--- src/rtl/nv_nvdla_csc_accu_credit_if.sv ---
// Sequencer <-> credit tracker bundle.
//   slave  : credit tracker side (takes layer control, CACC credit returns and
//            stripe requests; drives grant, credit count and status)
//   master : sequencer / CACC side (the mirror image)
interface nv_nvdla_csc_accu_credit_if #(
  parameter int CNT_W  = 8,
  parameter int COST_W = 4
);
  logic              op_en;
  logic              layer_end;
  logic              accu2sc_credit_vld;
  logic [2:0]        accu2sc_credit_size;
  logic              req_pvld;
  logic [COST_W-1:0] req_cost;
  logic              req_prdy;
  logic [CNT_W-1:0]  credit_cnt;
  logic              layer_done;
  logic              credit_ovf_err;
  logic              cost_err;
  logic              busy;

  modport slave (
    input  op_en, layer_end, accu2sc_credit_vld, accu2sc_credit_size,
           req_pvld, req_cost,
    output req_prdy, credit_cnt, layer_done, credit_ovf_err, cost_err, busy
  );

  modport master (
    output op_en, layer_end, accu2sc_credit_vld, accu2sc_credit_size,
           req_pvld, req_cost,
    input  req_prdy, credit_cnt, layer_done, credit_ovf_err, cost_err, busy
  );
endinterface

--- src/rtl/nv_nvdla_csc_accu_credit.sv ---
// CSC-side credit tracker for the CACC assembly buffer.
// Holds the count of free CACC output entries, grants stripe issue only when
// the stripe's cost is covered, and at layer end drains until every credit
// has come back before pulsing layer_done.
// Ports:
//   nvdla_core_clk   core clock
//   nvdla_core_rstn  async active-low reset
//   bus (slave)      op_en/layer_end control, accu2sc credit return,
//                    req_pvld/req_cost/req_prdy issue handshake,
//                    credit_cnt, layer_done, credit_ovf_err, cost_err, busy
module nv_nvdla_csc_accu_credit #(
  parameter int CREDIT_MAX = 128,
  parameter int CNT_W      = 8,
  parameter int COST_W     = 4
) (
  input  logic                            nvdla_core_clk,
  input  logic                            nvdla_core_rstn,
  nv_nvdla_csc_accu_credit_if.slave       bus
);

  // Arithmetic width wide enough for either operand plus one carry bit.
  localparam int SW = ((CNT_W > COST_W) ? CNT_W : COST_W) + 1;

  typedef enum logic [1:0] {
    ST_IDLE  = 2'd0,
    ST_RUN   = 2'd1,
    ST_DRAIN = 2'd2
  } state_t;

  state_t           r_state;
  logic [CNT_W-1:0] r_cnt;
  logic             r_done;
  logic             r_ovf;
  logic             r_cerr;
  logic             r_busy;

  logic [SW-1:0]    w_max;
  logic [SW-1:0]    w_cost;
  logic [SW-1:0]    w_ret;
  logic [SW-1:0]    w_sum;
  logic [CNT_W-1:0] w_cnt_nxt;
  logic             w_cost_bad;
  logic             w_prdy;
  logic             w_accept;
  logic             w_ovf;

  assign w_max      = SW'(CREDIT_MAX);
  assign w_cost     = SW'(bus.req_cost);
  assign w_ret      = bus.accu2sc_credit_vld ? SW'(bus.accu2sc_credit_size) : '0;
  assign w_cost_bad = (w_cost > w_max);

  // Grant looks only at the registered count, so a credit returned this
  // cycle is usable from the next cycle on.
  assign w_prdy   = (r_state == ST_RUN) && (SW'(r_cnt) >= w_cost) && !w_cost_bad;
  assign w_accept = bus.req_pvld & w_prdy;

  // Accept and return in the same cycle are both applied; the accept can
  // never underflow because it requires r_cnt >= cost.
  assign w_sum     = SW'(r_cnt) - (w_accept ? w_cost : '0) + w_ret;
  assign w_ovf     = (w_sum > w_max);
  assign w_cnt_nxt = w_ovf ? CNT_W'(CREDIT_MAX) : w_sum[CNT_W-1:0];

  always_ff @(posedge nvdla_core_clk or negedge nvdla_core_rstn) begin
    if (!nvdla_core_rstn) begin
      r_state <= ST_IDLE;
      r_cnt   <= CNT_W'(CREDIT_MAX);
      r_done  <= 1'b0;
      r_ovf   <= 1'b0;
      r_cerr  <= 1'b0;
      r_busy  <= 1'b0;
    end else begin
      r_cnt  <= w_cnt_nxt;
      r_done <= 1'b0;
      if (w_ovf) begin
        r_ovf <= 1'b1;
      end
      if (bus.req_pvld && w_cost_bad) begin
        r_cerr <= 1'b1;
      end
      case (r_state)
        ST_IDLE: begin
          if (bus.op_en) begin
            r_state <= ST_RUN;
            r_busy  <= 1'b1;
          end
        end
        ST_RUN: begin
          if (bus.layer_end) begin
            r_state <= ST_DRAIN;
          end
        end
        ST_DRAIN: begin
          if (w_cnt_nxt == CNT_W'(CREDIT_MAX)) begin
            r_state <= ST_IDLE;
            r_done  <= 1'b1;
            r_busy  <= 1'b0;
          end
        end
        default: begin
          r_state <= ST_IDLE;
          r_busy  <= 1'b0;
        end
      endcase
    end
  end

  assign bus.req_prdy       = w_prdy;
  assign bus.credit_cnt     = r_cnt;
  assign bus.layer_done     = r_done;
  assign bus.credit_ovf_err = r_ovf;
  assign bus.cost_err       = r_cerr;
  assign bus.busy           = r_busy;

endmodule

--- src/flat_wrapper.sv ---
// flat-port wrapper written by rule: the top's interface ports become plain ports
module nv_nvdla_csc_accu_credit_flat 
#(
  parameter int CREDIT_MAX = 128,
  parameter int CNT_W      = 8,
  parameter int COST_W     = 4
)
  (nvdla_core_clk, nvdla_core_rstn, bus_op_en, bus_layer_end, bus_accu2sc_credit_vld, bus_accu2sc_credit_size, bus_req_pvld, bus_req_cost, bus_req_prdy, bus_credit_cnt, bus_layer_done, bus_credit_ovf_err, bus_cost_err, bus_busy);
  nv_nvdla_csc_accu_credit_if #(.CNT_W(CNT_W), .COST_W(COST_W)) bus_i ();
  input  logic nvdla_core_clk;
  input  logic nvdla_core_rstn;
  input wire logic [$bits(bus_i.op_en)-1:0] bus_op_en;
  input wire logic [$bits(bus_i.layer_end)-1:0] bus_layer_end;
  input wire logic [$bits(bus_i.accu2sc_credit_vld)-1:0] bus_accu2sc_credit_vld;
  input wire logic [$bits(bus_i.accu2sc_credit_size)-1:0] bus_accu2sc_credit_size;
  input wire logic [$bits(bus_i.req_pvld)-1:0] bus_req_pvld;
  input wire logic [$bits(bus_i.req_cost)-1:0] bus_req_cost;
  output wire logic [$bits(bus_i.req_prdy)-1:0] bus_req_prdy;
  output wire logic [$bits(bus_i.credit_cnt)-1:0] bus_credit_cnt;
  output wire logic [$bits(bus_i.layer_done)-1:0] bus_layer_done;
  output wire logic [$bits(bus_i.credit_ovf_err)-1:0] bus_credit_ovf_err;
  output wire logic [$bits(bus_i.cost_err)-1:0] bus_cost_err;
  output wire logic [$bits(bus_i.busy)-1:0] bus_busy;
  assign bus_i.op_en = bus_op_en;
  assign bus_i.layer_end = bus_layer_end;
  assign bus_i.accu2sc_credit_vld = bus_accu2sc_credit_vld;
  assign bus_i.accu2sc_credit_size = bus_accu2sc_credit_size;
  assign bus_i.req_pvld = bus_req_pvld;
  assign bus_i.req_cost = bus_req_cost;
  assign bus_req_prdy = bus_i.req_prdy;
  assign bus_credit_cnt = bus_i.credit_cnt;
  assign bus_layer_done = bus_i.layer_done;
  assign bus_credit_ovf_err = bus_i.credit_ovf_err;
  assign bus_cost_err = bus_i.cost_err;
  assign bus_busy = bus_i.busy;
  nv_nvdla_csc_accu_credit #(.CREDIT_MAX(CREDIT_MAX), .CNT_W(CNT_W), .COST_W(COST_W)) u_core (.nvdla_core_clk(nvdla_core_clk), .nvdla_core_rstn(nvdla_core_rstn), .bus(bus_i));
endmodule
--- config.mk ---
export PLATFORM = sky130hd
export DESIGN_NAME = nv_nvdla_csc_accu_credit_flat
export DESIGN_NICKNAME = d
export VERILOG_FILES = /design/src/rtl/nv_nvdla_csc_accu_credit_if.sv /design/src/rtl/nv_nvdla_csc_accu_credit.sv /design/src/flat_wrapper.sv
export SDC_FILE = /design/constraint.sdc
export NUM_CORES = 1
export LEC_CHECK = 0
export CAP_MARGIN = 20
export CORE_ASPECT_RATIO = 0.8
export CORE_MARGIN = 8
export CORE_UTILIZATION = 53
export CTS_BUF_LIST = sky130_fd_sc_hd__clkbuf_8
export CTS_CLUSTER_SIZE = 10
export DETAILED_ROUTE_END_ITERATION = 16
export PLACE_DENSITY_LB_ADDON = 0.3
export SETUP_SLACK_MARGIN = 0.1
export SKIP_CTS_REPAIR_TIMING = 1
export SLEW_MARGIN = 20
export SYNTH_ARGS = -nofsm -noshare
export SYNTH_HDL_FRONTEND = slang
export SYNTH_SLANG_ARGS = --single-unit
--- constraint.sdc ---
create_clock -name nvdla_core_clk -period 4.4 [get_ports nvdla_core_clk]
set_input_delay 1.1 -clock nvdla_core_clk [delete_from_list [all_inputs] [get_ports nvdla_core_clk]]
set_output_delay 1.1 -clock nvdla_core_clk [all_outputs]
set_load 0.1 [all_outputs]
; After elaboration in Yosys (flattened, before gate mapping)
; Cells that the tools add are included.
[op_classes]
addsub = 2
order_cmp = 3
eq_ne = 6
mux = 12
n_bitwise = 2
reduce_logical = 7
[ops]
columns = operator, n
row1 = $add A9 B9 Y9, 1
row2 = $gt A9 B8 Y1 const B, 1
row3 = $sub A8 B9 Y9, 1
row4 = $eq A8 B8 Y1 const B, 1
row5 = $ge A8 B4 Y1, 1
row6 = $gt A4 B8 Y1 const B, 1
row7 = $mux W8, 1
row8 = $mux W2, 3
row9 = $pmux W2 S3, 1
row10 = $reduce_and A3 Y1, 2
row11 = $mux W1, 4
row12 = $mux W4, 1
row13 = $ne A2 B2 Y1 const B, 2
row14 = $logic_and A1 B1 Y1, 3
row15 = $mux W3, 1
row16 = $pmux W1 S3, 1
row17 = $eq A2 B1 Y1 const B, 1
row18 = $eq A2 B2 Y1 const B, 1
row19 = $logic_not A2 Y1, 1
row20 = $ne A2 B1 Y1 const B, 1
row21 = $and A1 B1 Y1, 1
row22 = $logic_not A1 Y1, 1
row23 = $not A1 Y1, 1
[totals]
register_bits = 14
inputBits = 13
out_inout_bits = 13
word_cells = 38

; Longest topological paths before layout
; Gate-level depths: netlist of run 1.
[logic_depth]
ltp_word = 12
depth_mapped = 16
ltp_nobuf = 16

; Worst setup path before layout of run 1
; Ideal clock, no wire load.
[synth_timing]
path_type = register to register
startpoint = reg u_core.r_cnt[0] (netlist: u_core.bus.credit_cnt[0])
endpoint = reg u_core.r_ovf (netlist: u_core.bus.credit_ovf_err)
setup_ns = 0.125
arrival_time_ns = 4.602
required_time_ns = 4.275
setup_slack_ns = -0.327
path_stages_with_launch = 16
n_path_buf = 0
synth_period_minus_slack_ns = 4.727
path_cell_list = dfrtp_1 -> inv_1 -> ha_1 -> nand2b_1 -> a21o_1 -> a21o_1 -> a221oi_1 -> nor4b_1 -> fa_1 -> inv_1 -> fa_1 -> a21o_1 -> a2111oi_2 -> xor2_1 -> nand4_1 -> a211o_1
[synth_between]
elab_chain_cells = 8
[synth_rtl]
columns = item, line_no
row1 = from (decl), nv_nvdla_csc_accu_credit.sv:31  ; logic [CNT_W-1:0] r_cnt;
row2 = from (signal assigned), nv_nvdla_csc_accu_credit.sv:66  ; r_cnt <= CNT_W'(CREDIT_MAX);
row3 = from (signal assigned), nv_nvdla_csc_accu_credit.sv:72  ; r_cnt <= w_cnt_nxt;
row4 = $ge A8 B4 Y1, nv_nvdla_csc_accu_credit.sv:54  ; assign w_prdy = (r_state == ST_RUN) && (SW'(r_cnt) >= w_cost) && !w_cost_bad;
row5 = $logic_and A1 B1 Y1 (2 in a row), nv_nvdla_csc_accu_credit.sv:54
row6 = $and A1 B1 Y1, nv_nvdla_csc_accu_credit.sv:55  ; assign w_accept = bus.req_pvld & w_prdy;
row7 = $mux W4, nv_nvdla_csc_accu_credit.sv:59  ; assign w_sum = SW'(r_cnt) - (w_accept ? w_cost : '0) + w_ret;
row8 = $sub A8 B9 Y9 *, nv_nvdla_csc_accu_credit.sv:59
row9 = $add A9 B9 Y9 *, nv_nvdla_csc_accu_credit.sv:59
row10 = $gt A9 B8 Y1 *, nv_nvdla_csc_accu_credit.sv:60  ; assign w_ovf = (w_sum > w_max);
row11 = to (signal assigned), nv_nvdla_csc_accu_credit.sv:68  ; r_ovf <= 1'b0;
row12 = to (signal assigned), nv_nvdla_csc_accu_credit.sv:75  ; r_ovf <= 1'b1;
row13 = to (decl), nv_nvdla_csc_accu_credit.sv:33  ; logic r_ovf;
; Every way passes the cells marked *; elsewhere a longest branch is shown, timed or not.
; A chain may end at the register's enable or synchronous reset.

; Worst setup path in the final report of run 1
[layout_timing]
startpoint = in bus_req_cost[3]
endpoint = reg u_core.r_ovf (netlist: u_core.bus.credit_ovf_err)
[layout_between]
elab_chain_cells = 8
word_cells_on_any_way = 10
classes_between = add/sub: 2 / order compare: 3 / mux: 1 / bitwise: 1 / reduce/logical: 3
[layout_rtl]
columns = item, line_no
row1 = from (decl), flat_wrapper.sv:17  ; input wire logic [$bits(bus_i.req_cost)-1:0] bus_req_cost;
row2 = $ge A8 B4 Y1 or $gt A4 B8 Y1 (tied branches), "nv_nvdla_csc_accu_credit.sv:54, nv_nvdla_csc_accu_credit.sv:50"
row3 = $logic_and A1 B1 Y1 or $logic_not A1 Y1 (tied branches), nv_nvdla_csc_accu_credit.sv:54
row4 = $logic_and A1 B1 Y1, nv_nvdla_csc_accu_credit.sv:54
row5 = $and A1 B1 Y1, nv_nvdla_csc_accu_credit.sv:55
row6 = $mux W4 *, nv_nvdla_csc_accu_credit.sv:59
row7 = $sub A8 B9 Y9 *, nv_nvdla_csc_accu_credit.sv:59
row8 = $add A9 B9 Y9 *, nv_nvdla_csc_accu_credit.sv:59
row9 = $gt A9 B8 Y1 *, nv_nvdla_csc_accu_credit.sv:60
; Marked as above.

==> results of run 1 <==
==> sequential cells by signal, summed over array words and instances, names as in the netlist <==
register / count
u_core.bus.credit_ovf_err: 1
u_core.bus.layer_done: 1
u_core.bus.busy: 1
u_core.bus.credit_cnt: 8
u_core.r_state: 2
==> worst max-delay path, cell delays in order <==
cell	delay [ps]
clkdlybuf4s50_1	470
inv_1	80
ha_4	280
a221oi_4	80
nor4b_1	510
fa_1	510
inv_1	110
ha_4	230
a21o_1	230
a2111oi_4	370
xor2_1	230
nand4_1	150
a211o_1	320
==> through the flow <==
stage          setup slack, ps  hold WS, ps  std cells
6_report                  -149          493        211
2_1_floorplan              109          479        134
5_1_grt                   -328          488        211
3_3_place_gp              -583          462        203
4_1_cts                   -487          485        207
3_5_place_dp              -729          466        203
==> worst max-delay path by stage <==
stage	slack, ps	start	to
5_1_grt	-330	bus_req_cost[3]	u_core.bus.credit_ovf_err
6_report	-150	bus_req_cost[3]	u_core.bus.credit_ovf_err
2_1_floorplan	110	bus_req_cost[0]	u_core.bus.credit_ovf_err
4_1_cts	-490	bus_req_cost[0]	u_core.bus.busy
3_3_place_gp	-580	bus_req_cost[0]	u_core.bus.busy
3_5_place_dp	-730	bus_req_cost[0]	u_core.bus.busy
==> Yosys cell counts, types with 2 or more instances <==
master and count:
nor4b_1 2, a21oi_1 5, a211oi_1 2, nand2_1 5
nor2b_1 3, nand2b_1 4, nor3b_1 3, nand3_1 2
a21o_1 3, xor2_1 2, ha_1 18, nor2_1 13
dfrtp_1 12, nor3_1 4, fa_1 3, inv_1 19
o21ai_0 7, a211o_1 2
==> logic make-up (layout without fill, tap and decap cells) <==
logic type	after synthesis	after routing
simple gates	46	46
compound gates	29	29
fa+ha+maj	21	21
buf+inv	20	72
flops	13	13
xor+xnor	3	3
other cells	1	1
mux	1	1
==> area by class of cell <==
| type | count | area, µm² |
|---|---|---|
| fillers | 81 | 194 |
| inverters | 19 | 71.3 |
| repair buffers | 49 | 452 |
| flip-flops and latches | 13 | 330 |
| clock inverters | 1 | 3.75 |
| multi-input cells | 101 | 1050 |
| clock buffers | 3 | 41.3 |
| well taps | 25 | 31.3 |
==> per-layer routing <==
| metal | up-vias | global-route usage (%) |
|---|---|---|
| met1 | 642 | 20.3 |
| met4 | 0 | 7.43 |
| met2 | 76 | 30.0 |
| met3 | 15 | 1.17 |
| met5 | - | 0 |
| li1 | 580 | - |
==> run metrics, run 1 <==
outcome complete, but fails checks; failing checks setup timing; Initial Utilization a little under three fifths; Total Routing Usage GR 16.8%; H-tree levels 1; Worst R2R End u_core.bus.credit_ovf_err; max-cap violation count 0; sequential share of the synthesized area approximately a quarter; Final ANT Viol Nets 0; Hold EP u_core.bus.credit_ovf_err; final-report hold violation count 0; Routed WL per cell ~21 µm; total gr overflow 0; Post-synth EDFFs 0; Cell Area, Placed roughly 1700 µm²; Inserted Clock Buffers 3; Worst slew margin roughly 33%; Vias 1,313; Max Clock Skew 0.390 ps; initial antenna violation count 0; ANT cells 0; share of cells above drive strength 1 roughly two fifths; Synth Area in Compound Gates 18.6%; ys flop type dfrtp_1; pin count of the biggest net entering global routing 14; final worst slack -149 ps; top sig layer met4; Hold Path Class reg2reg; hold depth 1; Setup Viol. Count Final 11; Reg-to-Reg Start u_core.bus.credit_cnt[7]; most frequent cells in the layout buf_4, clkdlybuf4s50_1, inv_1; Skew-Pair Late Insertion Delay around 230 ps; Adder-Cell Fraction of Synth Area a little under a quarter; clock-pin slew on the worst setup and hold paths around 50 ps; fin crit period around 4500 ps; Setup TNS -1020 ps; Syn-to-layout area delta 61.7%; final period utilization 103%; vias in the first global route 1,268; post-synth cell types 43; largest cells by area after synthesis dfrtp_1, ha_1, inv_1; Post-Syn Nets about 170; Cells after Synth ~130; critical path launch point type primary input; multiplexer share of the synthesized area 0.816%; Die W roughly 70 µm; Rows 15; Yosys reg bits 13; Initial DRC Count 96; actual slew at the worst max-slew pin 996 ps; DP Wirelength around 3000 µm; clock root cell clkbuf_8; cell taking the most area after synthesis dfrtp_1; Num Clock Sinks 13; WL final roughly 4400 µm; vias per cell 6.22; first-pass GRT wire length 5740 µm; metal3 WL between 300 and 400 µm; R2R cell count 13; Die H 59.0 µm; WL met1 ~1700 µm; Worst Path Max Fanout 5; Slew Limit Fails 0; utilization after layout 91.1%; Pre-Repair DR Iteration Count 6; TritonCTS clock tree built; Worst Setup End Kind register; metal2 WL 2210 µm; share of the synthesized area in the top cell type 24.5%; die area 4120 µm²; post-route DRC violation count 0; arrival time at the worst endpoint roughly 4700 ps; Port Buffer Count 24; core footprint between 2000 and 2500 µm²; yosys synthesis warning count 0; CTS max path bufs 2; fraction of registers with async set/reset between 90% and 100%; WS Path Type in2reg; GP Congestion 0.916; Required @ worst endpoint around 4500 ps; Worst R2R Setup Slack around 220 ps; post-route cell area 1980 µm²; Peak Freq roughly 220 MHz; most common cell after layout, fill and taps aside buf_4; final net count between 200 and 250; RSZ-0062 raised after global routing yes; Mean Syn Cell Area between 9 and 10 µm²; Post-Synth Simple-Gate Area between 20% and 30%; xor/xnor share of the synthesized area under 10%; mapped cell area around 1200 µm²; largest family of logic cells by synthesized area adder cells; I/O Pins 26; HP Start u_core.bus.credit_ovf_err
Power of run 1 is left out: the tool's default activity adds up to more than one toggle a clock period on the data nets, which glitch-free logic cannot reach.
==> run 2: changes to the inputs <==
--- a/config.mk
+++ b/config.mk
@@ -15,7 +15,6 @@
 export PLACE_DENSITY_LB_ADDON = 0.3
 export SETUP_SLACK_MARGIN = 0.1
 export SKIP_CTS_REPAIR_TIMING = 1
-export SLEW_MARGIN = 20
 export SYNTH_ARGS = -nofsm -noshare
 export SYNTH_HDL_FRONTEND = slang
 export SYNTH_SLANG_ARGS = --single-unit
==> results of run 2 <==
Final layout, timing and power as in run 1 (identical DEF).
Power of run 2 is left out for the same reason.
